<file path="src/rtl/sea_round_ctrl.sv">
// SEA block-cipher round sequencer: loads a block, drives NR rounds through an
// external datapath, swaps halves on the last round. Optional abort via SEA_ABORT_EN.
module sea_round_ctrl #(
  parameter int unsigned NR = 52,
  parameter int unsigned W  = 48
) (
  input  logic         clk,
  input  logic         rst_n,
`ifdef SEA_ABORT_EN
  input  logic         abort,
`endif
  input  logic         in_valid,
  output logic         in_ready,
  input  logic         mode,
  input  logic [W-1:0] l_in,
  input  logic [W-1:0] r_in,
  input  logic [W-1:0] kl_in,
  input  logic [W-1:0] kr_in,
  output logic [W-1:0] rnd_l,
  output logic [W-1:0] rnd_r,
  output logic [W-1:0] rnd_kl,
  output logic [W-1:0] rnd_kr,
  output logic         rnd_dir,
  output logic         rnd_en,
  output logic [7:0]   rnd_idx,
  output logic         ks_swap,
  input  logic [W-1:0] nxt_l,
  input  logic [W-1:0] nxt_r,
  input  logic [W-1:0] nxt_kl,
  input  logic [W-1:0] nxt_kr,
  output logic         out_valid,
  input  logic         out_ready,
  output logic [W-1:0] l_out,
  output logic [W-1:0] r_out,
  output logic         busy
);

  typedef enum logic [1:0] {IDLE, RUN, DONE} state_t;

  localparam logic [7:0] LAST_IDX = 8'(NR - 1);
  localparam logic [7:0] SWAP_IDX = 8'(NR / 2 - 1);

  state_t       state_q, state_d;
  logic [W-1:0] l_q, l_d, r_q, r_d, kl_q, kl_d, kr_q, kr_d;
  logic [W-1:0] lout_q, lout_d, rout_q, rout_d;
  logic [7:0]   idx_q, idx_d;
  logic         dir_q, dir_d;

  always_comb begin
    state_d = state_q;
    l_d     = l_q;
    r_d     = r_q;
    kl_d    = kl_q;
    kr_d    = kr_q;
    lout_d  = lout_q;
    rout_d  = rout_q;
    idx_d   = idx_q;
    dir_d   = dir_q;
    unique case (state_q)
      IDLE: begin
        if (in_valid) begin
          l_d     = l_in;
          r_d     = r_in;
          kl_d    = kl_in;
          kr_d    = kr_in;
          dir_d   = mode;
          idx_d   = '0;
          state_d = RUN;
        end
      end
      RUN: begin
        l_d  = nxt_l;
        r_d  = nxt_r;
        kl_d = nxt_kl;
        kr_d = nxt_kr;
        // index saturates at the last round; the final result is stored half-swapped
        if (idx_q == LAST_IDX) begin
          lout_d  = nxt_r;
          rout_d  = nxt_l;
          state_d = DONE;
        end else begin
          idx_d = idx_q + 8'd1;
        end
      end
      DONE: begin
        if (out_ready) state_d = IDLE;
      end
      default: state_d = IDLE;
    endcase
`ifdef SEA_ABORT_EN
    // abort overrides everything above, including the output handshake
    if (abort && state_q != IDLE) begin
      state_d = IDLE;
      l_d     = '0;
      r_d     = '0;
      kl_d    = '0;
      kr_d    = '0;
      lout_d  = '0;
      rout_d  = '0;
      idx_d   = '0;
      dir_d   = 1'b0;
    end
`endif
  end

  always_ff @(posedge clk) begin
    if (!rst_n) begin
      state_q <= IDLE;
      l_q     <= '0;
      r_q     <= '0;
      kl_q    <= '0;
      kr_q    <= '0;
      lout_q  <= '0;
      rout_q  <= '0;
      idx_q   <= '0;
      dir_q   <= 1'b0;
    end else begin
      state_q <= state_d;
      l_q     <= l_d;
      r_q     <= r_d;
      kl_q    <= kl_d;
      kr_q    <= kr_d;
      lout_q  <= lout_d;
      rout_q  <= rout_d;
      idx_q   <= idx_d;
      dir_q   <= dir_d;
    end
  end

  assign in_ready  = (state_q == IDLE);
  assign busy      = (state_q != IDLE);
  assign rnd_en    = (state_q == RUN);
  assign ks_swap   = (state_q == RUN) && (idx_q == SWAP_IDX);
  assign out_valid = (state_q == DONE);
  assign rnd_l     = l_q;
  assign rnd_r     = r_q;
  assign rnd_kl    = kl_q;
  assign rnd_kr    = kr_q;
  assign rnd_dir   = dir_q;
  assign rnd_idx   = idx_q;
  assign l_out     = lout_q;
  assign r_out     = rout_q;

endmodule

</file>
<file path="config.mk">
export PLATFORM = sky130hd
export DESIGN_NAME = sea_round_ctrl
export DESIGN_NICKNAME = d
export VERILOG_FILES = /design/src/rtl/sea_round_ctrl.sv
export SDC_FILE = /design/constraint.sdc
export NUM_CORES = 1
export LEC_CHECK = 0
export BUFFER_PORTS_ARGS = -buffer_cell sky130_fd_sc_hd__buf_4
export CORE_AREA = 4 4 266 268
export CTS_CLUSTER_DIAMETER = 60
export CTS_CLUSTER_SIZE = 8
export DETAILED_ROUTE_END_ITERATION = 16
export DIE_AREA = 0 0 270 272
export PLACE_DENSITY = 0.44
export SYNTH_ARGS = -nofsm -noshare
export SYNTH_HDL_FRONTEND = slang
export SYNTH_SLANG_ARGS = --single-unit
</file>
<file path="constraint.sdc">
create_clock -name clk -period 2.1 [get_ports clk]
set_input_delay 0.21 -clock clk [delete_from_list [all_inputs] [get_ports clk]]
set_output_delay 0.21 -clock clk [all_outputs]
set_load 0.005 [all_outputs]
</file>
==> results.json, run 1 <==
{
  "status": "finished clean",
  "finish.instance_area_um2": 23930,
  "cp.arrival_ps": 1790,
  "mappedNetlistNets": 1947,
  "io_buffer_count": 690,
  "report.final.hold_viol_count": 0,
  "worst_hold_path_type": "input port to flip-flop",
  "critical_path_required_ps": 1890,
  "synth_seq_area_share_pct": 48.59,
  "grt_util_all_layers_pct": 15.66,
  "grt_setup_unrepaired": "true",
  "place_congestion": 0.8611,
  "path_depth": 3,
  "timing.final.setup_violations": 0,
  "dr.pass1.iters": 7,
  "final_antenna_net_count": 0,
  "p_total_w": 0.01627,
  "clock_skew_ps": 19.01,
  "synth_top_area_share_pct": 48.59,
  "timing_worst_setup_path_type": "flip-flop to output pin",
  "ys.warnings.count": 0,
  "leakage_nw": 10.21,
  "route.detailed.vias_per_inst": 4.396,
  "crit_path_max_incr_delay_ps": 410,
  "avgSynthCellArea_um2": 7.917,
  "ys_top_cells_by_area": "sky130_fd_sc_hd__dfxtp_1 49%, sky130_fd_sc_hd__nand2_1 18%, sky130_fd_sc_hd__a31oi_1 9.8%, sky130_fd_sc_hd__mux2i_1 8.2%, sky130_fd_sc_hd__o21ai_0 7.9%",
  "cpLargestDelayFamily": "simple AND/OR/NAND/NOR gates",
  "final_util_pct": 35.01,
  "initial_detailed_routing_violation_count": 777,
  "io_pins": 691,
  "critical_path.reg2reg.endpoint": "r_out[1]",
  "dpl-instance-area_um2": 18500,
  "rows": 96,
  "floorplan.core_area_um2": 68350,
  "number_of_clock_buffers_inserted_by_tritoncts": 47,
  "max_slew_margin_pct": 31.45,
  "cts.root.buffer_cell": "sky130_fd_sc_hd__clkbuf_16",
  "cp_cell_sequence": "or3_4 -> nor4bb_4 -> buf_4",
  "r2r_start": "rnd_idx[0]",
  "detail_route.wirelength_um": 62280,
  "power.density_cell_area_nw_per_um2": 679.8,
  "post_synth_num_cell_types": 32,
  "cts_max_level": 2,
  "start_kind": "flip-flop",
  "path_buf_inv": 1,
  "clock-sinks": 299,
  "die_width_um": 270,
  "drt_drc_violations_left": 0,
  "synth_enable_flop_cells": 0,
  "top_ff_cell_synth": "sky130_fd_sc_hd__dfxtp_1",
  "worstHoldStart": "nxt_kr[0]",
  "fin_nets": 2990,
  "drv.max_cap_violation_count": 0,
  "reg2reg_setup_slack_ps": 130,
  "crit_path_end_kind": "output pin",
  "start_util_pct": 18.03,
  "tightestPinTransition_ps": 1028,
  "synth-async-reset-ratio_pct": 0,
  "routedWlPerCell_um": 17.81,
  "maxClockFrequency_mhz": 499.4,
  "cts_buffer_depth": 3,
  "synth_largest_area_cell": "sky130_fd_sc_hd__dfxtp_1",
  "setup_slack_ps": 97.77,
  "cp-startpoint": "rnd_idx[7]",
  "clock_tree_from_tritoncts": "yes",
  "first_global_vias": 15910,
  "worstSetupEndpoint": "ks_swap",
  "die_area_um2": 73440,
  "crit_path_slowest_cell": "sky130_fd_sc_hd__or3_4",
  "critical_path_peak_fanout": 5,
  "place_inst": 3028,
  "mappedNetlistArea_um2": 12320,
  "grt_first_pass_wirelength_um": 92180,
  "synth_cells": 1556,
  "globalRoute.totalOverflow": 0,
  "insertion_delay_ps": 570,
  "number_of_antenna_violations_at_the_first_check_in_global_routing": 2,
  "die-height_um": 272,
  "peakVddDrop_mv": 0.5016,
  "worst_r2r_path_depth": 6,
  "dp.final_hpwl_um": 43320,
  "post_synthesis_sequential_element_count": 299,
  "area_overhead_of_the_layout_relative_to_synthesis_pct": 94.23,
  "grt_max_degree": 119,
  "layout_min_cycle_time_ps": 2002,
  "final_min_period_over_clock_period_pct": 95.34,
  "report.final.slew_viol_count": 0,
  "preCtsSetupSlack_ps": 132.2,
  "layout-drive-gt1-share_pct": 31.14,
  "detailroute.via_count": 15370,
  "worst_setup_hold_path_clk_slew_ps": 50,
  "final_cells": 3497
}
## cells in the mapped netlist, types with 3 or more instances
cell type	number
sky130_fd_sc_hd__buf_2	15
sky130_fd_sc_hd__buf_12	4
sky130_fd_sc_hd__clkbuf_1	106
sky130_fd_sc_hd__buf_1	10
sky130_fd_sc_hd__inv_1	4
sky130_fd_sc_hd__nand2b_1	6
sky130_fd_sc_hd__mux2i_1	101
sky130_fd_sc_hd__nand2_1	579
sky130_fd_sc_hd__buf_4	7
sky130_fd_sc_hd__nand3_1	7
sky130_fd_sc_hd__o21ai_0	194
sky130_fd_sc_hd__nor2b_1	3
sky130_fd_sc_hd__a21boi_0	4
sky130_fd_sc_hd__dfxtp_1	299
sky130_fd_sc_hd__a31oi_1	192
sky130_fd_sc_hd__o211ai_1	3
## placed cells by master, fill, tap and decap left out, types with 3 or more instances in the layout
cell type / count
sky130_fd_sc_hd__a21boi_0: 4
sky130_fd_sc_hd__o21ai_0: 194
sky130_fd_sc_hd__nand2b_1: 5
sky130_fd_sc_hd__dfxtp_1: 295
sky130_fd_sc_hd__buf_4: 726
sky130_fd_sc_hd__nand3_1: 7
sky130_fd_sc_hd__o211ai_1: 3
sky130_fd_sc_hd__mux2i_1: 101
sky130_fd_sc_hd__clkbuf_16: 49
sky130_fd_sc_hd__inv_1: 4
sky130_fd_sc_hd__a31oi_1: 192
sky130_fd_sc_hd__clkbuf_1: 5
sky130_fd_sc_hd__clkbuf_8: 3
sky130_fd_sc_hd__buf_12: 15
sky130_fd_sc_hd__nor2b_1: 3
sky130_fd_sc_hd__nand2_1: 579
sky130_fd_sc_hd__dlygate4sd3_1: 392
sky130_fd_sc_hd__dfxtp_2: 4
## worst min path at each step
| stage | slack [ps] | depth (start not counted) | endpoint |
|---|---|---|---|
| after floorplan | 350 | 2 | l_out[0] |
| after global placement | 440 | 2 | r_out[37] |
| after detailed placement | 450 | 2 | l_out[35] |
| after CTS | 70 | 3 | rnd_kr[0] |
| after global routing | 110 | 3 | rnd_kr[0] |
| final | 110 | 3 | rnd_kr[0] |
## area by class of cell
class | instances | area, um^2
Fill cell | 7009 | 44420
Timing Repair Buffer | 1136 | 9742
Sequential cell | 299 | 5991
Multi-Input combinational cell | 1111 | 5724
Clock buffer | 56 | 1261
Tap cell | 882 | 1104
Clock inverter | 8 | 88.84
Inverter | 4 | 15.01
Antenna cell | 1 | 2.502
## where the power goes
part | switching [W] | internal (W)
registers | 0.000197 | 0.00602
clock network | 0.00274 | 0.00430
logic | 0.00132 | 0.00169
## state kept, by name, summed over array words and instances, names as in the netlist
| register | cells |
|---|---|
| rnd_kr | 48 |
| rnd_r | 48 |
| state_q | 2 |
| rnd_kl | 48 |
| l_out | 48 |
| rnd_dir | 1 |
| r_out | 48 |
| rnd_l | 48 |
| rnd_idx | 8 |
## tightest hold or removal path, delay by kind of cell
| kind | cells | cell delay (ps) |
|---|---|---|
| compound gates | 2 | 340 |
| buf+inv | 1 | 80 |
## per-layer routing
metal | GRT usage [%] | vias up | share of wire (%)
met5 | 0 | - | 0
met3 | 4.660 | 162 | 7.4
met2 | 27.19 | 585 | 48
met4 | 7.191 | 0 | 4.8
met1 | 17.74 | 7235 | 39
li1 | - | 7391 | -
## metrics by stage
stage / hold WS (ps) / TNS, ps
floorplan: 352.1 / 0
global placement: 443.9 / 0
detailed placement: 448.1 / 0
CTS: 73.14 / 0
global route: 113.9 / -11.47
finish: 112.3 / 0
## logic make-up after synthesis
logic type | count (synthesis) | synth area share (%)
compound gates | 398 | 18.36
fa+ha+maj | 2 | 0.2031
buf+inv | 146 | 5.342
flops | 299 | 48.59
mux | 101 | 8.206
simple gates | 610 | 19.30
## what timing repair did
| action | in CTS | in global routing |
|---|---|---|
| buffers inserted | 0 | 11 |
| hold buffers | 392 | 0 |
| cloned | 0 | 1 |
| endpoints found under the setup margin | 2 | 3 |
| resized for setup | 4 | 5 |
| endpoints found under the hold margin | 296 | 0 |
| pin swaps | 1 | 4 |
Note: power is estimated with default switching activity, not from simulation.
==> run 2: changes to the inputs <==
clock period = 2.2 ns   (was 2.1 ns; I/O delays follow)
==> results.json, run 2 (synthesized netlist as in run 1, its figures left out) <==
{
  "commonest_non_fill_non_tap_cell_in_the_layout": "sky130_fd_sc_hd__buf_4",
  "first_global_vias": 15910,
  "die-height_um": 272,
  "detailroute.via_count": 15390,
  "multi_input_comb_area_um2": 5712,
  "filler_cell_count": 7018,
  "insertion_delay_ps": 570,
  "setup_slack_ps": 170.6,
  "initial_detailed_routing_violation_count": 688,
  "worst_r2r_path_depth": 5,
  "start_util_pct": 18.03,
  "max_slew_margin_pct": 62.63,
  "layout_min_cycle_time_ps": 2029,
  "clock-sinks": 299,
  "power.density_cell_area_nw_per_um2": 641.7,
  "final-seq-area_um2": 5988,
  "rows": 96,
  "start_kind": "flip-flop",
  "cp_cell_sequence": "or3b_4 -> buf_4 -> nand2_1 -> a31oi_1 -> dlygate4sd3_1",
  "clock_skew_ps": 21.75,
  "met3_length_um": 4246,
  "area_overhead_of_the_layout_relative_to_synthesis_pct": 94.23,
  "cpLargestDelayFamily": "buffers and inverters",
  "die_width_um": 270,
  "drt_drc_violations_left": 0,
  "setup_tns_ps": 0,
  "final_antenna_net_count": 0,
  "crit_path_slowest_cell": "sky130_fd_sc_hd__dlygate4sd3_1",
  "drv.max_cap_violation_count": 0,
  "grt_setup_unrepaired": "false",
  "grt_max_degree": 90,
  "leakage_nw": 10.24,
  "path_buf_inv": 2,
  "layout-drive-gt1-share_pct": 31.03,
  "place_congestion": 0.8651,
  "wl_met1_um": 25520,
  "grt_util_all_layers_pct": 15.80,
  "critical_path_required_ps": 2630,
  "final_cells": 3502,
  "status": "finished clean",
  "dr.pass1.iters": 6,
  "critical_path.reg2reg.endpoint": "rnd_l[37]",
  "cts.root.buffer_cell": "sky130_fd_sc_hd__clkbuf_16",
  "globalRoute.totalOverflow": 0,
  "preCtsSetupSlack_ps": 225.3,
  "timing_worst_setup_path_type": "flip-flop to flip-flop",
  "worst_hold_path_type": "input port to flip-flop",
  "io_pins": 691,
  "clock_tree_from_tritoncts": "yes",
  "worstHoldStart": "rst_n",
  "detail_route.wirelength_um": 63280,
  "layout.cells.most_common_list": "731 x sky130_fd_sc_hd__buf_4, 579 x sky130_fd_sc_hd__nand2_1, 396 x sky130_fd_sc_hd__dlygate4sd3_1, 297 x sky130_fd_sc_hd__dfxtp_1, 194 x sky130_fd_sc_hd__o21ai_0",
  "number_of_antenna_violations_at_the_first_check_in_global_routing": 0,
  "number_of_instances_on_the_worst_hold_path": 3,
  "dp.final_hpwl_um": 44370,
  "report.final.slew_viol_count": 0,
  "crit_path_end_kind": "flip-flop",
  "timing.final.setup_violations": 0,
  "critical_path_peak_fanout": 24,
  "worst_setup_hold_path_clk_slew_ps": 50,
  "tightestPinTransition_ps": 560.6,
  "maxClockFrequency_mhz": 492.8,
  "antenna_cells": 0,
  "cp-startpoint": "state_q[0]",
  "floorplan.core_area_um2": 68350,
  "route.met2.wl_um": 30820,
  "cts_max_level": 2,
  "peakVddDrop_mv": 0.4335,
  "cts_buffer_depth": 3,
  "io_buffer_count": 690,
  "die_area_um2": 73440,
  "path_depth": 5,
  "crit_path_max_incr_delay_ps": 570,
  "highest-signal-layer": "met4",
  "route.detailed.vias_per_inst": 4.395,
  "cp.arrival_ps": 2460,
  "r2r_start": "state_q[0]",
  "final_min_period_over_clock_period_pct": 92.25,
  "fin_nets": 3000,
  "place_inst": 3041,
  "grt_first_pass_wirelength_um": 93010,
  "report.final.hold_viol_count": 0,
  "worstSetupEndpoint": "rnd_l[37]",
  "reg2reg_setup_slack_ps": 170,
  "routedWlPerCell_um": 18.07,
  "number_of_clock_buffers_inserted_by_tritoncts": 46
}
==> run 2: worst register-to-register path: stages, from the launching register on <==
cell and delay, ps:
sky130_fd_sc_hd__dfxtp_2 380, sky130_fd_sc_hd__or3b_4 510, sky130_fd_sc_hd__buf_4 260, sky130_fd_sc_hd__nand2_1 100, sky130_fd_sc_hd__a31oi_1 80, sky130_fd_sc_hd__dlygate4sd3_1 570
==> run 2: per-layer routing <==
metal / vias to the layer above / global-route usage (%)
met4: 0 / 6.873
li1: 7403 / -
met1: 7210 / 18.56
met3: 141 / 3.911
met5: - / 0
met2: 638 / 27.37
==> run 2: stage by stage <==
| step | total power [W] | area (um^2) | utilization [%] | hold slack (ps) |
|---|---|---|---|---|
| 2_1_floorplan | 0.006818 | 12320 | - | 362.1 |
| 3_3_place_gp | 0.008309 | 18610 | 27.24 | 443.7 |
| 3_5_place_dp | 0.008325 | 18610 | 27.24 | 447.5 |
| 4_1_cts | 0.01561 | 23860 | 34.91 | 20.73 |
| 5_1_grt | 0.01610 | 23930 | 35.01 | 53.62 |
| 6_report | 0.01535 | 23930 | 35.01 | 67.01 |
==> run 2: final cells by class <==
cell class	instances	area share, %
clock inverters	6	0.2771
well taps	882	4.612
clock buffers	53	5.051
inverters	4	0.06275
flip-flops and latches	299	25.03
repair buffers	1147	41.10
multi-input cells	1111	23.87
==> run 2: worst min path at each step <==
stage	end	slack, ps
6_report	rnd_l[2]	70
5_1_grt	rnd_l[2]	50
4_1_cts	rnd_l[47]	20
3_5_place_dp	r_out[40]	450
3_3_place_gp	l_out[27]	440
2_1_floorplan	l_out[0]	360
==> run 2: power by group <==
part	switching (W)	internal (W)
Sequential	0.000188	0.00574
Clock	0.00256	0.00393
Combinational	0.00127	0.00165
==> run 2: repair_timing <==
| item | 4_1_cts | 5_1_grt |
|---|---|---|
| gates resized for setup | 2 | 3 |
| gates cloned | 0 | 2 |
| hold buffers | 396 | 0 |
| endpoints found under the setup margin | 1 | 13 |
| setup buffers | 0 | 4 |
| endpoints found under the hold margin | 289 | 0 |
| pin swaps | 0 | 2 |
